$ cat src/rtl/fpage_arbiter.sv
`default_nettype none
// ============================================================================
// Module      : fpage_arbiter
// Description : Two-requester round-robin arbiter feeding one forced-page
//               address register. Optional ack timeout: FPAGE_ARB_TIMEOUT_EN.
// Revision    : 1.0 - initial release
// ============================================================================
module fpage_arbiter #(
    parameter int unsigned            PAGE_BITS = 4,
    parameter logic [PAGE_BITS-1:0]   PAGE      = 4'hF,
    parameter int unsigned            TIMEOUT   = 16
) (
    input  logic        CLK,
    input  logic        RST,
    input  logic        req0,
    input  logic [15:0] addr0,
    input  logic        force0,
    output logic        gnt0,
    input  logic        req1,
    input  logic [15:0] addr1,
    input  logic        force1,
    output logic        gnt1,
    output logic [15:0] out_addr,
    output logic        out_valid,
    output logic        out_owner,
`ifdef FPAGE_ARB_TIMEOUT_EN
    output logic        timeout_err,
`endif
    input  logic        out_ack
);

    localparam logic [15:0] c_LOW_MASK   = 16'hFFFF >> PAGE_BITS;
    localparam logic [15:0] c_PAGE_FIELD = 16'(PAGE) << (16 - PAGE_BITS);

    generate
        if (PAGE_BITS < 1 || PAGE_BITS > 16) begin : g_bad_page_bits
            $error("fpage_arbiter: PAGE_BITS must be 1..16");
        end
        if (TIMEOUT < 2 || TIMEOUT > 255) begin : g_bad_timeout
            $error("fpage_arbiter: TIMEOUT must be 2..255");
        end
    endgenerate

    typedef enum logic [0:0] {
        S_IDLE  = 1'b0,
        S_ISSUE = 1'b1
    } state_t;

    state_t      state_q, state_d;
    logic        rr_ptr_q, rr_ptr_d;
    logic [15:0] out_addr_q, out_addr_d;
    logic        out_valid_q, out_valid_d;
    logic        out_owner_q, out_owner_d;
    logic        gnt0_q, gnt0_d;
    logic        gnt1_q, gnt1_d;

    logic        win_sel;
    logic [15:0] win_addr;
    logic        win_force;

`ifdef FPAGE_ARB_TIMEOUT_EN
    localparam logic [7:0] c_TO_LAST = 8'(TIMEOUT - 1);
    logic [7:0]  cnt_q, cnt_d;
    logic        terr_q, terr_d;
`endif

    // Contention is settled by rr_ptr; a lone request always wins.
    always_comb begin
        win_sel   = (req0 && req1) ? rr_ptr_q : req1;
        win_addr  = win_sel ? addr1  : addr0;
        win_force = win_sel ? force1 : force0;
    end

    always_comb begin
        state_d     = state_q;
        rr_ptr_d    = rr_ptr_q;
        out_addr_d  = out_addr_q;
        out_valid_d = out_valid_q;
        out_owner_d = out_owner_q;
        gnt0_d      = 1'b0;
        gnt1_d      = 1'b0;
`ifdef FPAGE_ARB_TIMEOUT_EN
        cnt_d       = cnt_q;
        terr_d      = 1'b0;
`endif
        case (state_q)
            S_IDLE: begin
                if (req0 || req1) begin
                    out_addr_d  = win_force ? ((win_addr & c_LOW_MASK) | c_PAGE_FIELD)
                                            : win_addr;
                    out_owner_d = win_sel;
                    out_valid_d = 1'b1;
                    gnt0_d      = ~win_sel;
                    gnt1_d      = win_sel;
                    rr_ptr_d    = ~win_sel;
                    state_d     = S_ISSUE;
`ifdef FPAGE_ARB_TIMEOUT_EN
                    cnt_d       = 8'd0;
`endif
                end
            end
            S_ISSUE: begin
                if (out_ack) begin
                    out_valid_d = 1'b0;
                    state_d     = S_IDLE;
                end
`ifdef FPAGE_ARB_TIMEOUT_EN
                else if (cnt_q == c_TO_LAST) begin
                    // Expiry leaves rr_ptr alone so the victim is not penalised.
                    out_valid_d = 1'b0;
                    state_d     = S_IDLE;
                    terr_d      = 1'b1;
                end else begin
                    cnt_d = cnt_q + 8'd1;
                end
`endif
            end
            default: begin
                state_d     = S_IDLE;
                out_valid_d = 1'b0;
            end
        endcase
    end

    always_ff @(posedge CLK or posedge RST) begin
        if (RST) begin
            state_q     <= S_IDLE;
            rr_ptr_q    <= 1'b0;
            out_addr_q  <= 16'h0000;
            out_valid_q <= 1'b0;
            out_owner_q <= 1'b0;
            gnt0_q      <= 1'b0;
            gnt1_q      <= 1'b0;
`ifdef FPAGE_ARB_TIMEOUT_EN
            cnt_q       <= 8'd0;
            terr_q      <= 1'b0;
`endif
        end else begin
            state_q     <= state_d;
            rr_ptr_q    <= rr_ptr_d;
            out_addr_q  <= out_addr_d;
            out_valid_q <= out_valid_d;
            out_owner_q <= out_owner_d;
            gnt0_q      <= gnt0_d;
            gnt1_q      <= gnt1_d;
`ifdef FPAGE_ARB_TIMEOUT_EN
            cnt_q       <= cnt_d;
            terr_q      <= terr_d;
`endif
        end
    end

    assign gnt0      = gnt0_q;
    assign gnt1      = gnt1_q;
    assign out_addr  = out_addr_q;
    assign out_valid = out_valid_q;
    assign out_owner = out_owner_q;
`ifdef FPAGE_ARB_TIMEOUT_EN
    assign timeout_err = terr_q;
`endif

endmodule
`default_nettype wire

$ cat config.mk
export PLATFORM = sky130hd
export DESIGN_NAME = fpage_arbiter
export DESIGN_NICKNAME = d
export VERILOG_FILES = /design/src/rtl/fpage_arbiter.sv
export SDC_FILE = /design/constraint.sdc
export NUM_CORES = 1
export LEC_CHECK = 0
export CORE_UTILIZATION = 37
export DETAILED_ROUTE_END_ITERATION = 10
export PLACE_DENSITY = 0.82
export SLEW_MARGIN = 20
export SYNTH_ARGS = -nofsm -noshare
export SYNTH_HDL_FRONTEND = slang
export SYNTH_SLANG_ARGS = --single-unit
$ cat constraint.sdc
create_clock -name CLK -period 1.6 [get_ports CLK]
set_clock_uncertainty 0.15 [all_clocks]
set_input_delay 0.24 -clock CLK [delete_from_list [all_inputs] [get_ports CLK]]
set_output_delay 0.24 -clock CLK [all_outputs]
set_load 0.01 [all_outputs]
==> results.toml <==
[outcome]
status = "finished, final reports clean"

[critical_path]
slowest_stage = "dfrtp_1"
r2r_end = "out_addr[3]"
r2r_cells = 4
reg2reg_from = "rr_ptr_q"
worst-setup-path-type = "reg2reg"
cp-start-kind = "register"
required_ns = 1.65
arrival_ns = 1.55
cp_max_fo = 7
endpoint_kind = "register"
critical_path.cell_chain = "and2b_1, nor3_2, buf_4, a221o_1"
critical-path-max-stage-delay_ns = 0.42
reg2reg_slack_ns = 0.1

[sta]
maxSlewViolCount = 0
setup_viol = 0
clock.fmax_ghz = 0.666
tns_ns = 0
max_slew.worst_pin.slew_ns = 0.348
rsz0062_at_grt = "false"
holdWs_ns = 0.0884
layout_min_cycle_time_ns = 1.50
fin_crit_sh = 0.938
relSlewSlack = 0.768
finalHoldViolations = 0

[yosys]
synth-seq-area-share = 0.537
synth_top_area_frac = 0.537
netlist_area_um2 = 1020
synth-edff-count = 0
yosysWarningCount = 0
yosys.cell_count.top_type = "dfrtp_1"
ys_ff_latch = 22
synth_cell_types = 21
netlist_top_cells_count = "22 x dfrtp_1, 13 x o21ai_0, 12 x nor2_1, 11 x nand3_1, 7 x a31oi_1"
async_flop_share = 1.00
avgSynthCellArea_um2 = 10.0
synth_area_leaders = "dfrtp_1 54%, o21ai_0 6.3%, nand3_1 5.4%, a221o_1 4.9%, nor2_1 4.4%"
synthCells = 102
synth_top_area_cell = "dfrtp_1"
synth_ff_type = "dfrtp_1"
synth.net_count = 141

[floorplanning]
io_pins = 59
core_area_um2 = 2540
num_rows = 18
die_area_um2 = 2980
die_w_um = 54.6
die_h_um = 54.6
start_util = 0.403

[power_and_ir_drop]
powerDensity_nw_per_um2 = 1060
peakVddDrop_uv = 808
total_power_mw = 1.83
leakage_nw = 0.759

[global_routing]
first_global_vias = 1039
gr-total-overflow = 0
grt_antenna_before_repair = 0
grt_pass1_wl_um = 4570
grt_max_degree = 23
global_route.usage.total = 0.219

[layout]
antennaDiodeCount = 0
syn2layout_area_growth_pct = 69.2
layout.cells.non_filler = 198
stdcell_area_um2 = 1730
fillers = 225
drive_above_1_share = 0.107
nNetsFinal = 208

[clock_network]
root_buffer = "clkbuf_4"
insertion_delay_ns = 0.30
tritoncts = "built"
ctsResizeCount = 17
postCtsHoldBufs = 0
cts_buffers = 3
clockBufferDepth = 2
h-tree-depth = 1
clk_pin_slew_ns = 0.13
postCtsSetupBuffers = 0
cts_sinks = 22

[place]
io_buffer_count = 58
routabilityCongestion = 0.784
dp_cells = 194
place_hpwl_um = 2180
placed_cell_area_um2 = 1700

[run]
drv_cap = 0

[drt]
antenna_left = 0
drt_drc_violations_left = 0
wl_per_cell_um = 14.9
drt_iter0_markers = 22
wl_um = 2950
routed_via_density = 5.29
num_vias = 1047
firstDrtPassIters = 4

[min_path]
hp-class = "in2async"
metrics by stage:
stage | setup slack (ns) | util
floorplan | 0.128 | -
global placement | -0.159 | 0.666
detailed placement | -0.207 | 0.666
CTS | 0.000936 | 0.678
global route | 0.0406 | 0.681
finish | 0.0994 | 0.681
worst max-delay path by stage:
stage                            start           end  slack [ns]  depth (start not counted)
after CTS                 out_addr[15]  out_addr[15]      0.0009                          1
final                         rr_ptr_q   out_addr[3]         0.1                          4
after global routing              req0  out_addr[14]        0.04                          6
after global placement            req1  out_addr[14]       -0.16                          4
after floorplan                state_q   out_addr[3]        0.13                          4
after detailed placement          req0   out_addr[3]       -0.21                          5
state kept, by name, summed over array words and instances, names as in the netlist:
signal	count
gnt1	1
out_addr	16
state_q	1
out_valid	1
gnt0	1
out_owner	1
rr_ptr_q	1
metal layers:
layer | wire length [um] | track usage | up-vias
li1 | - | - | 504
met5 | 0 | 0 | -
met2 | 1410 | 0.394 | 48
met3 | 252 | 0.0278 | 6
met4 | 61 | 0.120 | 0
met1 | 1230 | 0.248 | 489
logic make-up after synthesis:
| logic type | count (synthesis) | share of synthesized area |
|---|---|---|
| AO/OA/AOI/OAI | 35 | 0.250 |
| buffers and inverters | 11 | 0.0439 |
| flip-flops | 22 | 0.537 |
| AND/OR/NAND/NOR | 34 | 0.168 |
placed cells by master (no fill, tap or decap), drive strengths merged, types with 4 or more instances in the layout:
cell | Yosys | final
buf | 3 | 11
nor2 | 12 | 12
inv | 4 | 4
nand3 | 11 | 11
a31oi | 7 | 7
a221o | 5 | 5
clkdlybuf4s50 | 0 | 38
dlygate4sd2 | 0 | 17
dfrtp | 22 | 22
a41oi | 4 | 4
nor2b | 5 | 5
o21ai | 13 | 13
worst max-delay path, delay by kind of cell (launching register included):
family / cells / cell delay (ns)
DFF: 1 / 0.42
and+or+nand+nor: 2 / 0.37
AOI/OAI and AO/OA: 1 / 0.30
buffers and inverters: 1 / 0.16
report_power, final:
group | switching (mW) | total [mW] | internal (mW) | leakage, nW
sequential | 0.0634 | 0.745 | 0.682 | 0.254
combinational | 0.304 | 0.658 | 0.354 | 0.478
clock | 0.178 | 0.431 | 0.253 | 0.0279
area by class of cell:
class | count | area [um^2] | share of cell area
Tap cell | 30 | 37.5 | 0.0216
Multi-Input combinational cell | 69 | 429 | 0.247
Timing Repair Buffer | 69 | 649 | 0.374
Clock buffer | 3 | 22.5 | 0.0130
Inverter | 4 | 15.0 | 0.00866
Clock inverter | 1 | 30.0 | 0.0173
Sequential cell | 22 | 551 | 0.317
Power figures use the tool's default switching activity.
